===== config.mk =====
export PLATFORM = sky130hd
export DESIGN_NAME = enemy_fire_scheduler
export DESIGN_NICKNAME = d
export VERILOG_FILES = /design/src/rtl/enemy_fire_scheduler.sv
export SDC_FILE = /design/constraint.sdc
export NUM_CORES = 1
export LEC_CHECK = 0
export ABC_AREA = 1
export CELL_PAD_IN_SITES_DETAIL_PLACEMENT = 0
export CELL_PAD_IN_SITES_GLOBAL_PLACEMENT = 2
export CORE_MARGIN = 1
export CORE_UTILIZATION = 25
export CTS_BUF_LIST = sky130_fd_sc_hd__clkbuf_4 sky130_fd_sc_hd__clkbuf_8
export DETAILED_ROUTE_END_ITERATION = 12
export PLACE_DENSITY_LB_ADDON = 0.1
export SYNTH_ARGS = -nofsm -noshare
export SYNTH_HDL_FRONTEND = slang
export SYNTH_SLANG_ARGS = --single-unit

===== constraint.sdc =====
create_clock -name i_Clock -period 3.7 [get_ports i_Clock]
set_input_delay 0.74 -clock i_Clock [delete_from_list [all_inputs] [get_ports i_Clock]]
set_output_delay 0.74 -clock i_Clock [all_outputs]
set_load 0.05 [all_outputs]

===== src/rtl/enemy_fire_scheduler.sv =====
// enemy_fire_scheduler
//
// Paces enemy shots on the game tick, picks the next living enemy in
// round-robin order, and allocates the lowest free enemy-bullet slot.
// The chosen shot is offered to the bullet spawn path via valid/ack.
//
// Optional feature: define ENEMY_FIRE_JITTER_EN to build a 16-bit LFSR
// that randomises the shot interval to FIRE_PERIOD..FIRE_PERIOD+3 ticks.
// Without the macro the interval is exactly FIRE_PERIOD ticks.
//
// Ports:
//   i_Clock       system clock, rising edge
//   i_Reset       asynchronous reset, active low
//   i_Tick        one-cycle game-tick strobe
//   i_Enable      high while the game is in PLAYING
//   i_EnemyAlive  per-enemy alive mask (index = row*5 + column)
//   i_SlotBusy    per-slot occupied mask of the enemy-bullet pool
//   o_FireValid   shot request pending
//   o_FireEnemy   shooting enemy index, valid with o_FireValid
//   o_FireSlot    bullet slot to fill, valid with o_FireValid
//   i_FireAck     consumer accepted the shot
//   o_Stall       a shooter is chosen but every slot is busy

module enemy_fire_scheduler #(
    parameter int          N_ENEMY     = 15,
    parameter int          N_SLOT      = 31,
    parameter int          FIRE_PERIOD = 8,
    parameter logic [15:0] LFSR_SEED   = 16'hACE1
) (
    input  logic               i_Clock,
    input  logic               i_Reset,
    input  logic               i_Tick,
    input  logic               i_Enable,
    input  logic [N_ENEMY-1:0] i_EnemyAlive,
    input  logic [N_SLOT-1:0]  i_SlotBusy,
    output logic               o_FireValid,
    output logic [3:0]         o_FireEnemy,
    output logic [4:0]         o_FireSlot,
    input  logic               i_FireAck,
    output logic               o_Stall
);

    localparam logic [1:0] S_IDLE   = 2'd0;
    localparam logic [1:0] S_WAIT   = 2'd1;
    localparam logic [1:0] S_SELECT = 2'd2;
    localparam logic [1:0] S_ISSUE  = 2'd3;

    // Counter is 9 bits so FIRE_PERIOD (max 255) plus jitter (max 3) fits.
    localparam logic [8:0] PERIOD_9 = 9'(FIRE_PERIOD);

    logic [1:0] state;
    logic [8:0] counter;
    logic [3:0] rrPtr;
    logic [8:0] reloadValue;

    logic       shooterFound;
    logic [3:0] shooterIdx;
    logic [4:0] candidate;
    logic       slotFound;
    logic [4:0] slotIdx;

`ifdef ENEMY_FIRE_JITTER_EN
    // Fibonacci LFSR, taps 16,14,13,11; advances on every tick regardless
    // of FSM state so the jitter sequence depends only on tick history.
    logic [15:0] lfsr;
    logic        lfsrFeedback;

    assign lfsrFeedback = lfsr[15] ^ lfsr[13] ^ lfsr[12] ^ lfsr[10];

    always_ff @(posedge i_Clock or negedge i_Reset) begin
        if (!i_Reset) begin
            lfsr <= LFSR_SEED;
        end else if (i_Tick) begin
            lfsr <= {lfsr[14:0], lfsrFeedback};
        end
    end

    assign reloadValue = PERIOD_9 + {7'd0, lfsr[1:0]};
`else
    assign reloadValue = PERIOD_9;
`endif

    // Round-robin shooter search: first alive enemy at rr, rr+1, ... with
    // wrap. rrPtr is always < N_ENEMY, so one conditional subtract keeps
    // the candidate in range.
    always_comb begin
        // NOTE: every variable gets a default first so no latch is inferred.
        shooterFound = 1'b0;
        shooterIdx   = '0;
        candidate    = '0;
        for (int i = 0; i < N_ENEMY; i++) begin
            candidate = {1'b0, rrPtr} + 5'(i);
            if (candidate >= 5'(N_ENEMY)) begin
                candidate = candidate - 5'(N_ENEMY);
            end
            if (!shooterFound && i_EnemyAlive[candidate[3:0]]) begin
                shooterFound = 1'b1;
                shooterIdx   = candidate[3:0];
            end
        end
    end

    // Lowest-index free slot.
    always_comb begin
        slotFound = 1'b0;
        slotIdx   = '0;
        for (int i = 0; i < N_SLOT; i++) begin
            if (!slotFound && !i_SlotBusy[i]) begin
                slotFound = 1'b1;
                slotIdx   = 5'(i);
            end
        end
    end

    // NOTE: sequential state uses non-blocking assignments so every flop
    // samples the pre-edge values regardless of statement order.
    always_ff @(posedge i_Clock or negedge i_Reset) begin
        if (!i_Reset) begin
            state       <= S_IDLE;
            counter     <= PERIOD_9;
            rrPtr       <= '0;
            o_FireValid <= 1'b0;
            o_FireEnemy <= '0;
            o_FireSlot  <= '0;
            o_Stall     <= 1'b0;
        end else if (!i_Enable) begin
            // Leaving PLAYING discards any pending shot and restarts pacing.
            state       <= S_IDLE;
            counter     <= PERIOD_9;
            rrPtr       <= '0;
            o_FireValid <= 1'b0;
            o_FireEnemy <= '0;
            o_FireSlot  <= '0;
            o_Stall     <= 1'b0;
        end else begin
            case (state)
                S_IDLE: begin
                    state <= S_WAIT;
                end

                S_WAIT: begin
                    if (i_Tick) begin
                        if (counter == 9'd1) begin
                            counter <= '0;
                            state   <= S_SELECT;
                        end else begin
                            counter <= counter - 9'd1;
                        end
                    end
                end

                S_SELECT: begin
                    if (!shooterFound) begin
                        // Nobody left to shoot: skip this period.
                        counter <= reloadValue;
                        o_Stall <= 1'b0;
                        state   <= S_WAIT;
                    end else if (!slotFound) begin
                        // Re-evaluated every clock until a slot frees up.
                        o_Stall <= 1'b1;
                    end else begin
                        o_FireEnemy <= shooterIdx;
                        o_FireSlot  <= slotIdx;
                        o_FireValid <= 1'b1;
                        o_Stall     <= 1'b0;
                        state       <= S_ISSUE;
                    end
                end

                S_ISSUE: begin
                    // Enemy and slot stay frozen until accepted.
                    if (i_FireAck) begin
                        o_FireValid <= 1'b0;
                        rrPtr       <= (o_FireEnemy == 4'(N_ENEMY - 1)) ?
                                       4'd0 : o_FireEnemy + 4'd1;
                        counter     <= reloadValue;
                        state       <= S_WAIT;
                    end
                end

                default: begin
                    state <= S_IDLE;
                end
            endcase
        end
    end

endmodule


==> metrics.md, run 1 <==
| Metric | Value |
|---|---|
| Outcome | completed |
| CP max-delay cell | dfrtp_2 |
| Slowest Stage Delay on Critical Path | 0.50 ns |
| CP Capture Type | register |
| Total gr overflow | 0 |
| I/O Buffers | 61 |
| Final Max Slew Viols | 0 |
| FF-to-FF setup slack | 0.01 ns |
| Rel. slew slack | 0.3406 |
| Routed Antenna Nets | 0 |
| Flops & latches, synth | 26 |
| RSZ-0062 raised after global routing | true |
| Final hold vios | 0 |
| Syn Std Cell Area | 6457 um^2 |
| Post-synthesis compound-gate area fraction | 0.2397 |
| Most common flop cell mapped by yosys | dfrtp_1 |
| Pin count of the biggest net entering global routing | 22 |
| CTS Hold Buffers Added | 0 |
| Critical path type | register to register |
| Yosys warns | 0 |
| Synth cell count leaders | nand2_1 (294), inv_1 (135), nand3_1 (127) |
| N_diodes | 0 |
| Fraction of registers with async set/reset | 1.000 |
| Initial antenna violation count | 0 |
| Vias per cell | about 4.9 |
| Number of H-tree levels | 1 |
| Avg Cell Area, Syn | 5.605 um^2 |
| Min cycle time layout | 3.689 ns |
| MaxCap Viol Count | 0 |
| Starting Density | 0.2557 |
| Sequential-to-total area share from yosys stat | 0.1009 |
| DR WL/cell | ~17 um |
| Power Total | 4.240 mW |
| Top-count cell post-synth | nand2_1 |
| Area growth syn-to-layout | 62.20% |
| DRC | 0 |
| Yosys top cell area share | 0.1709 |
| Largest family of logic cells by synthesized area | simple AND/OR/NAND/NOR gates |
| Crit path max fanout | 8 |
| GR Util All Layers | 0.2271 |
| Cell area after layout | around 10000 um^2 |
| Storage element area | 656.9 um^2 |
| Final Setup Violations | 0 |
| Initial DRC count | 483 |
| Fillers | approximately 2800 |
| Post-route clock period utilization | 0.9970 |
| Routability Congestion | 0.9082 |
| Mapped Nets | 1227 |
| # IOs | 62 |
| Clock Skews | 0.003652 ns |
| Final net count | 1548 |
| Mux contribution to synthesized area | 0.001550 |
| Die H | 162.7 um |
| CTS tree | built |
| Adder-cell share of the synthesized area | 0.04650 |
| Dominant cells by area after synthesis | nand2_1 (17%), nand3_1 (9.8%), dfrtp_1 (9.7%) |
| Dpl cell area | ~9000 um^2 |
| Finished Core Util | 0.4147 |
| Post-Synth XOR/XNOR Area | 0.02945 |
| Min Hold Slack | around 0.49 ns |
| Number of detailed-route iterations in the first pass | 5 |
| Clock insertion delay at the later pin of the skew report | 0.28 ns |
| Reg clk slew, reported paths | 0.09 ns |
| Final WL | 30770 um |
| Most used cell, CP | nand2_1 |
| Vias in the first global route | a little over 8000 |
| Library cells used by synthesis | 57 |
| Die area | 26480 um^2 |
| Post-DP HPWL | ~25000 um |
| Largest area contributor in the netlist | nand2_1 |
| Worst EP arrival | 3.91 ns |
| Post-synth EDFFs | 0 |
| Num CTS Buffers | 3 |
| Clk sinks | 26 |
| DP Cell Count | 1740 |
| Leak | 5.067 nW |
| Maximum vdd drop | 0.3297 mV |
| Clock root buffer master | clkbuf_8 |
| Critical path data required time | 3.92 ns |
| Pwr dens | 404.8 nW/um^2 |
| Core Area | roughly 25000 um^2 |
| Hold Path Class | register to register |
| First-pass GRT wire length | 46780 um |
| Simple-gate share of the synthesized area | 0.4627 |
| Clk buf depth | 2 |
| Worst-Margin Slew | 0.9861 ns |
| Routed via count | 8830 |
| Multi-input logic area | 5953 um^2 |
| Layout cell share with drive strength beyond 1 | 0.3546 |
| Die X | roughly 160 um |
| Fmax | 271.1 MHz |
| Post-Synthesis Cells | 1152 |
| # rows | 58 |
| Worst setup SP type | register |
| Non-Filler Instances | 1802 |
==> timing repair <==
item	in CTS	in global routing
endpoints found under the setup margin	22	22
buffers inserted	16	38
resized for setup	56	200
gates cloned	0	4
pin swaps	21	55
==> cell usage in the layout, fill, tap and decap left out, types with 14 or more instances in the layout <==
cell,n
nand4_1,23
nand2_2,51
o21ai_0,97
nand3_2,32
nor2_1,102
nand2_4,25
ha_1,14
dfrtp_1,21
inv_2,30
clkdlybuf4s50_1,56
o211ai_1,27
nand3_1,98
inv_1,118
o21ai_1,39
nand2_1,243
buf_4,260
a21oi_1,32
==> where the power goes <==
group	internal [mW]	total [mW]	switching (mW)
Sequential	0.352	0.416	0.0638
Combinational	1.49	3.63	2.14
Clock	0.0955	0.193	0.0978
==> through the flow <==
stage / TNS (ns) / setup slack, ns
finish: 0 / 0.01098
global route: -2.155 / -0.3117
CTS: 0 / 0.001406
detailed placement: -3.543 / -0.2523
global placement: -3.280 / -0.2544
floorplan: 0 / 0.08178
==> logic make-up after synthesis <==
logic type,Yosys count
buffers and inverters,185
adders and majority gates,24
AOI/OAI and AO/OA,263
and+or+nand+nor,636
xor gates and xnor gates,17
muxes,1
DFF,26
==> registers in the layout (all words and copies together) (netlist names) <==
register,flops
counter,9
o_FireSlot,5
o_FireEnemy,4
rrPtr,4
state,2
o_FireValid,1
o_Stall,1
==> critical path: cells and delay by family (launching register included) <==
family	cells	cell delay, ns
AND/OR/NAND/NOR	21	1.77
AO/OA/AOI/OAI	3	0.61
buffers and inverters	4	0.52
flip-flops	1	0.50
adder cells (fa/ha/maj)	1	0.23
==> layout make-up <==
cell class                 count  share of cell area
clock buffer                   4            0.005256
inverter                     161             0.05985
multi-input combinational    944              0.5684
sequential                    26             0.06272
tap                          330             0.03942
timing repair buffer         336              0.2636
timing repair inverter         1           0.0007168
==> per-layer routing <==
metal	track usage	share of wire	vias up	wire [um]
met5	0	0	-	0
li1	-	-	4527	-
met4	0.06117	0.025	0	762
met1	0.2932	0.45	4066	13940
met3	0.01935	0.034	36	1044
met2	0.4012	0.49	201	15030
==> final timing paths <==
check / startpoint / to / depth (start not counted)
setup / recovery: rrPtr[1] / o_FireEnemy[0] / 29
hold / removal: o_FireSlot[0] / o_FireSlot[0] / 2
setup reg to reg: rrPtr[1] / o_FireEnemy[0] / 29
hold reg to reg: o_FireSlot[0] / o_FireSlot[0] / 2
max in group asynchronous: i_Reset / rrPtr[2] / 1
min in group asynchronous: i_Reset / counter[0] / 1
(Power assumes the default switching activity.)
==> inputs of run 2 (changes only) <==
- CTS_BUF_LIST: sky130_fd_sc_hd__clkbuf_4 sky130_fd_sc_hd__clkbuf_8 -> sky130_fd_sc_hd__clkbuf_4
==> metrics.md, run 2 (synthesis gave the netlist of run 1 again) <==
| Metric | Value |
|---|---|
| Outcome | completed (unchanged) |
| Routed Antenna Nets | 0 (unchanged) |
| Routability Congestion | 0.9082 (unchanged) |
| Vias in the first global route | 8302 (was 8257) |
| # IOs | 62 (unchanged) |
| Crit path max fanout | 8 (unchanged) |
| Clk buf depth | 2 (unchanged) |
| Worst path bufs/invs | 2 (was 4) |
| Most frequent cells in the layout | nand2_1 (257), buf_4 (253), inv_1 (123), nand3_1 (106), o21ai_0 (105) (was buf_4 (260), nand2_1 (243), inv_1 (118), nor2_1 (102), nand3_1 (98)) |
| I/O Buffers | 61 (unchanged) |
| Max reg flops | 9 (unchanged) |
| Fillers | 2812 (was 2759) |
| Worst setup SP type | register (unchanged) |
| Non-Filler Instances | 1787 (was 1802) |
| Met3 WL post-DR | 1121 um (was 1044 um) |
| CP Capture Type | register (unchanged) |
| Final hold vios | 0 (unchanged) |
| Critical path startpoint | rrPtr[2] (was rrPtr[1]) |
| Slowest Stage Delay on Critical Path | 0.49 ns (was 0.50 ns) |
| Comb power frac | 0.861 (was 0.856) |
| FF-to-FF setup slack | 0.10 ns (was 0.01 ns) |
| Hold Path Class | register to register (unchanged) |
| GR Util All Layers | 0.2274 (was 0.2271) |
| Vias per cell | 4.881 (was 4.900) |
| R2R cell count | 24 (was 29) |
| R2r startpoint | rrPtr[2] (was rrPtr[1]) |
| CTS tree | built (unchanged) |
| Clock power frac | 0.034 (was 0.046) |
| Min Hold Slack | 0.5007 ns (was 0.4898 ns) |
| Clock Skews | 0.005590 ns (was 0.003652 ns) |
| Die H | 162.7 um (unchanged) |
| Fmax | 278.1 MHz (was 271.1 MHz) |
| Clock root buffer master | clkbuf_4 (was clkbuf_8) |
| Routed via count | 8722 (was 8830) |
| Die X | 162.7 um (unchanged) |
| Clock insertion delay at the later pin of the skew report | 0.35 ns (was 0.28 ns) |
| Met2 routed WL | 14610 um (was 15030 um) |
| Pwr dens | 394.4 nW/um^2 (was 404.8 nW/um^2) |
| Starting Density | 0.2557 (unchanged) |
| Biggest register | counter (unchanged) |
| NetSw | 2.196 mW (was 2.305 mW) |
| Initial DRC count | 470 (was 483) |
| Commonest non-fill, non-tap cell in the layout | nand2_1 (was buf_4) |
| Final WL | 30150 um (was 30770 um) |
| Post-DP HPWL | 24510 um (unchanged) |
| Worst EP arrival | 3.90 ns (was 3.91 ns) |
| Num CTS Buffers | 3 (unchanged) |
| Area growth syn-to-layout | 54.70% (was 62.20%) |
| Post-route clock period utilization | 0.9719 (was 0.9970) |
| RSZ-0062 raised after global routing | true (unchanged) |
| Final Max Slew Viols | 0 (unchanged) |
| Critical path type | register to register (unchanged) |
| CP max-delay cell | dfrtp_2 (unchanged) |
| Number of detailed-route iterations in the first pass | 4 (was 5) |
| Met1 WL | 13730 um (was 13940 um) |
| Layout cell share with drive strength beyond 1 | 0.3216 (was 0.3546) |
| Final Setup Violations | 0 (unchanged) |
| DP Worst Slack | -0.2523 ns (unchanged) |
| Die area | 26480 um^2 (unchanged) |
| Crit path to | o_FireEnemy[1] (was o_FireEnemy[0]) |
| Largest regs | counter: 9 flops, o_FireSlot: 5 flops (unchanged) |
| Delay-heaviest family, CP | simple AND/OR/NAND/NOR gates (unchanged) |
| Cell area after layout | 9990 um^2 (was 10470 um^2) |
| # rows | 58 (unchanged) |
| Dpl cell area | 9005 um^2 (unchanged) |
| CP Cell Sequence | ha_2, buf_4, nand2_4, xor2_4, nand2_4, nand2_8, nand2_2, o21ai_4, nand3_1, nand3_1, nand3_2, nand2_2, nand4_1, nor2_4, nand4_4, nor2_4, nand4_1, inv_2, nand2_1, nand3_1, nor2_1, nand2_2, nand3_1, nand2_1 |
| MaxCap Viol Count | 0 (unchanged) |
| Maximum vdd drop | 0.3263 mV (was 0.3297 mV) |
| Worst-Margin Slew | 0.9835 ns (was 0.9861 ns) |
| Core Area | 25250 um^2 (unchanged) |
| Most used cell, CP | nand3_1 (was nand2_1) |
| Total gr overflow | 0 (unchanged) |
| DP Cell Count | 1740 (unchanged) |
| Initial antenna violation count | 2 (was 0) |
| Switching share of power | 0.5575 (was 0.5436) |
| Critical path data required time | 4.00 ns (was 3.92 ns) |
| Number of H-tree levels | 1 (unchanged) |
| CTS Hold Buffers Added | 0 (unchanged) |
| Clk sinks | 26 (unchanged) |
| P_int | 1.743 mW (was 1.935 mW) |
| First-pass GRT wire length | 46860 um (was 46780 um) |
| Sequential share of power | 0.105 (was 0.098) |
| Min cycle time layout | 3.596 ns (was 3.689 ns) |
| Rel. slew slack | 0.3423 (was 0.3406) |
| Critical path depth | 24 (was 29) |
| Storage element area | 656.9 um^2 (unchanged) |
| Leak | 4.832 nW (was 5.067 nW) |
| Multi-input logic area | 5652 um^2 (was 5953 um^2) |
| DR WL/cell | 16.87 um (was 17.08 um) |
| Final net count | 1531 (was 1548) |
| Reg clk slew, reported paths | 0.15 ns (was 0.09 ns) |
| R2r endpoint | o_FireEnemy[1] (was o_FireEnemy[0]) |
| Highest Signal Layer | met4 (unchanged) |
| DRC | 0 (unchanged) |
| Pin count of the biggest net entering global routing | 22 (unchanged) |
| Fin worst setup slack | 0.1038 ns (was 0.01098 ns) |
[run 2: cell types whose count changed in the layout (fill, tap and decap cells not counted), moves of 7 or more]
cell and change:
o21ai_0 +8, nand2_2 -8, nand2_1 +14, buf_4 -7, buf_6 -7, nand3_1 +8
[run 2: worst min path at each step]
stage          depth (start not counted)  slack (ns)             to           from
2_1_floorplan                          0        0.44     counter[0]        i_Reset
3_3_place_gp                           2        0.47  o_FireSlot[0]  o_FireSlot[0]
3_5_place_dp                           2        0.47  o_FireSlot[0]  o_FireSlot[0]
4_1_cts                                2        0.50  o_FireSlot[0]  o_FireSlot[0]
5_1_grt                                2        0.52     counter[3]     counter[3]
6_report                               2        0.50  o_FireSlot[0]  o_FireSlot[0]
[run 2: cell type report]
class	instances	area share
multi-input cells	942	0.5658
repair buffers	321	0.2605
flip-flops and latches	26	0.06576
inverters	161	0.06275
well taps	330	0.04133
clock buffers	3	0.002255
repair inverters	1	0.0007515
diodes	2	0.0005010
clock inverters	1	0.0003758
[run 2: what timing repair did]
item | in CTS | in global routing
endpoints found under the hold margin | 0 | 0
gates resized for setup | 60 | 117
setup buffers | 15 | 24
gates cloned | 0 | 2
setup endpoints to repair | 22 | 22
pin swaps | 22 | 46
[run 2: worst register-to-register path, stage by stage (launching register included)]
cell and delay, ns:
dfrtp_2 0.49, ha_2 0.20, buf_4 0.15, nand2_4 0.08
xor2_4 0.20, nand2_4 0.11, nand2_8 0.13, nand2_2 0.08
o21ai_4 0.10, nand3_1 0.12, nand3_1 0.11, nand3_2 0.12
nand2_2 0.12, nand4_1 0.20, nor2_4 0.21, nand4_4 0.16
nor2_4 0.18, nand4_1 0.19, inv_2 0.11, nand2_1 0.05
nand3_1 0.12, nor2_1 0.07, nand2_2 0.09, nand3_1 0.08
nand2_1 0.07
[run 2: stage by stage]
stage | power [mW] | setup TNS [ns] | utilization
after floorplan | 2.208 | 0 | -
after CTS | 3.759 | 0 | 0.3708
final | 3.940 | 0 | 0.3956
after detailed placement | 3.452 | -3.543 | 0.3566
after global routing | 4.339 | -3.093 | 0.3956
after global placement | 3.478 | -3.280 | 0.3566
[run 2: routing by layer]
metal  global-route usage  up-vias
met3              0.01935       34
li1                     -     4492
met1               0.2921     3987
met4              0.05990        0
met5              0.01326        -
met2               0.4029      209
[run 2: power groups by stage]
| stage | sequential [mW] | clock, mW | combinational [mW] |
|---|---|---|---|
| floorplan | 0.430 | 0 | 1.78 |
| global placement | 0.420 | 0 | 3.06 |
| detailed placement | 0.418 | 0 | 3.03 |
| CTS | 0.413 | 0.146 | 3.20 |
| global route | 0.422 | 0.155 | 3.76 |
| finish | 0.413 | 0.136 | 3.39 |
==> inputs of run 3 (changes only) <==
- CORE_ASPECT_RATIO: not set -> 0.5
==> metrics.md, run 3 (synthesis gave the netlist of run 1 again) <==
| Metric | Value |
|---|---|
| Routed Antenna Nets | 0 (unchanged) |
| Final Setup Violations | 0 (unchanged) |
| MaxCap Viol Count | 0 (unchanged) |
| Final hold vios | 0 (unchanged) |
| Vias per cell | 5.012 (was 4.881) |
| Number of H-tree levels | 1 (unchanged) |
| Worst EP arrival | 3.95 ns (was 3.90 ns) |
| I/O Buffers | 61 (unchanged) |
| Initial antenna violation count | 1 (was 2) |
| Critical path data required time | 3.97 ns (was 4.00 ns) |
| Biggest register | counter (unchanged) |
| Post-route clock period utilization | 0.9936 (was 0.9719) |
| NetSw | 2.287 mW (was 2.196 mW) |
| Switching share of power | 0.5617 (was 0.5575) |
| Initial DRC count | 598 (was 470) |
| Reg clk slew, reported paths | 0.15 ns (about the same) |
| Routability Congestion | 0.9138 (was 0.9082) |
| Number of detailed-route iterations in the first pass | 5 (was 4) |
| Max reg flops | 9 (unchanged) |
| Area growth syn-to-layout | 59.93% (was 54.70%) |
| Maximum vdd drop | 0.2111 mV (was 0.3263 mV) |
| Starting Density | 0.2553 (was 0.2557) |
| DRC | 0 (unchanged) |
| Worst setup SP type | register (unchanged) |
| Fmax | 272.0 MHz (was 278.1 MHz) |
| Pin count of the biggest net entering global routing | 27 (was 22) |
| Largest regs | counter: 9 flops, o_FireSlot: 5 flops (unchanged) |
| RSZ-0062 raised after global routing | true (unchanged) |
| Vias in the first global route | 8601 (was 8302) |
| Comb power frac | 0.864 (was 0.861) |
| CP max-delay cell | dfrtp_1 (was dfrtp_2) |
| Die X | 229.3 um (was 162.7 um) |
| Die H | 115.6 um (was 162.7 um) |
| Most frequent cells in the layout | nand2_1 (251), buf_4 (249), inv_1 (124), nand3_1 (111), nor2_1 (102) (was nand2_1 (257), buf_4 (253), inv_1 (123), nand3_1 (106), o21ai_0 (105)) |
| Total gr overflow | 0 (unchanged) |
| CP Capture Type | register (unchanged) |
| Critical path type | register to register (unchanged) |
| Final WL | 31980 um (was 30150 um) |
| P_int | 1.785 mW (was 1.743 mW) |
| Sequential share of power | 0.102 (was 0.105) |
| Worst Hold Depth | 2 (unchanged) |
| CTS tree | built (unchanged) |
| Clock root buffer master | clkbuf_4 (unchanged) |
| Core Area | 25290 um^2 (was 25250 um^2) |
| Min Hold Slack | 0.4992 ns (was 0.5007 ns) |
| Clk sinks | 26 (unchanged) |
| DP Worst Slack | -0.2219 ns (was -0.2523 ns) |
| Routed via count | 9067 (was 8722) |
| Fin worst setup slack | 0.02371 ns (was 0.1038 ns) |
| Worst-Margin Slew | 0.6807 ns (was 0.9835 ns) |
| DR WL/cell | 17.68 um (was 16.87 um) |
| First-pass GRT wire length | 48520 um (was 46860 um) |
| GR Util All Layers | 0.2366 (was 0.2274) |
| Slowest Stage Delay on Critical Path | 0.45 ns (was 0.49 ns) |
| Final net count | 1541 (was 1531) |
| Outcome | completed (unchanged) |
| Layout cell share with drive strength beyond 1 | 0.3345 (was 0.3216) |
| Num CTS Buffers | 3 (unchanged) |
| # IOs | 62 (unchanged) |
| N_diodes | 0 (was 2) |
| Clock insertion delay at the later pin of the skew report | 0.34 ns (was 0.35 ns) |
| Crit path max fanout | 6 (was 8) |
| Rel. slew slack | 0.5414 (was 0.3423) |
| Commonest non-fill, non-tap cell in the layout | nand2_1 (unchanged) |
| Die area | 26520 um^2 (was 26480 um^2) |
| R2R cell count | 26 (was 24) |
| Leak | 4.947 nW (was 4.832 nW) |
| Clk buf depth | 2 (unchanged) |
| Clock power frac | 0.034 (about the same) |
| Final Max Slew Viols | 0 (unchanged) |
| Hold Path Class | register to register (unchanged) |
| Min cycle time layout | 3.676 ns (was 3.596 ns) |
| Clock Skews | 0.02506 ns (was 0.005590 ns) |
| Pwr dens | 394.3 nW/um^2 (was 394.4 nW/um^2) |
| CTS Hold Buffers Added | 0 (unchanged) |
| # rows | 41 (was 58) |
| Post-DP HPWL | 25640 um (was 24510 um) |
## run 3: changes by cell type in the layout (fill, tap and decap cells not counted), sizes merged
cell	before	now
clkdlybuf4s50	59	61
clkinv	10	9
dlymetal6s2s	2	0
nand2	326	329
buf	260	266
inv	152	154
diode	2	0
o21ai	156	155
nand3	137	138
## run 3: metal layers
layer  track usage  vias to the layer above  wire [um]
met5             0                        -          0
met4       0.05422                        0        596
met3       0.02215                       39       1449
met2        0.3893                      231      14020
met1        0.3352                     4265      15920
li1              -                     4532          -
## run 3: critical path, delay by kind of cell, from the launching register on
kind	cells	cell delay (ns)
fa+ha+maj	2	0.46
compound gates	2	0.19
flops	1	0.45
buf+inv	3	0.33
simple gates	19	2.21
## run 3: area by class of cell
type                    instances  area (um^2)
fillers                      2760        14960
multi-input cells             945         5854
repair buffers                327         2706
flip-flops and latches         26        654.4
inverters                     161        639.4
well taps                     344        430.4
clock buffers                   3        22.52
repair inverters                2        16.27
clock inverters                 1        3.754
## run 3: path summary, 6_finish.rpt
kind	to	slack, ns	from
worst max register to register	o_FireEnemy[3]	0.02	rrPtr[1]
worst min register to register	o_FireSlot[3]	0.50	o_FireSlot[3]
max in group asynchronous	rrPtr[2]	2.62	i_Reset
worst max-delay path	o_FireEnemy[3]	0.02	rrPtr[1]
min in group asynchronous	counter[4]	0.74	i_Reset
worst min-delay path	o_FireSlot[3]	0.50	o_FireSlot[3]
## run 3: power by group through the flow
stage | sequential, mW | clock [mW] | combinational, mW
after floorplan | 0.430 | 0 | 1.78
after global placement | 0.418 | 0 | 3.03
after detailed placement | 0.419 | 0 | 3.03
after CTS | 0.415 | 0.147 | 3.23
after global routing | 0.427 | 0.155 | 3.86
final | 0.414 | 0.139 | 3.52
## run 3: per-stage QoR
step / power [mW] / cells / setup TNS [ns] / util / instance area, um^2
after CTS: 3.788 / 1788 / -0.02449 / 0.3827 / 9678
after detailed placement: 3.453 / 1760 / -3.644 / 0.3590 / 9080
after global routing: 4.441 / 1809 / -2.971 / 0.4084 / 10330
after floorplan: 2.208 / 1152 / 0 / - / 6457
after global placement: 3.452 / 1760 / -2.765 / 0.3590 / 9080
final: 4.072 / 1809 / 0 / 0.4084 / 10330
## run 3: timing repair
item	in CTS	in global routing
buffers inserted	22	17
gates resized for setup	98	130
gates cloned	2	4
pin swaps	22	64
endpoints found under the setup margin	22	22
endpoints found under the hold margin	0	0
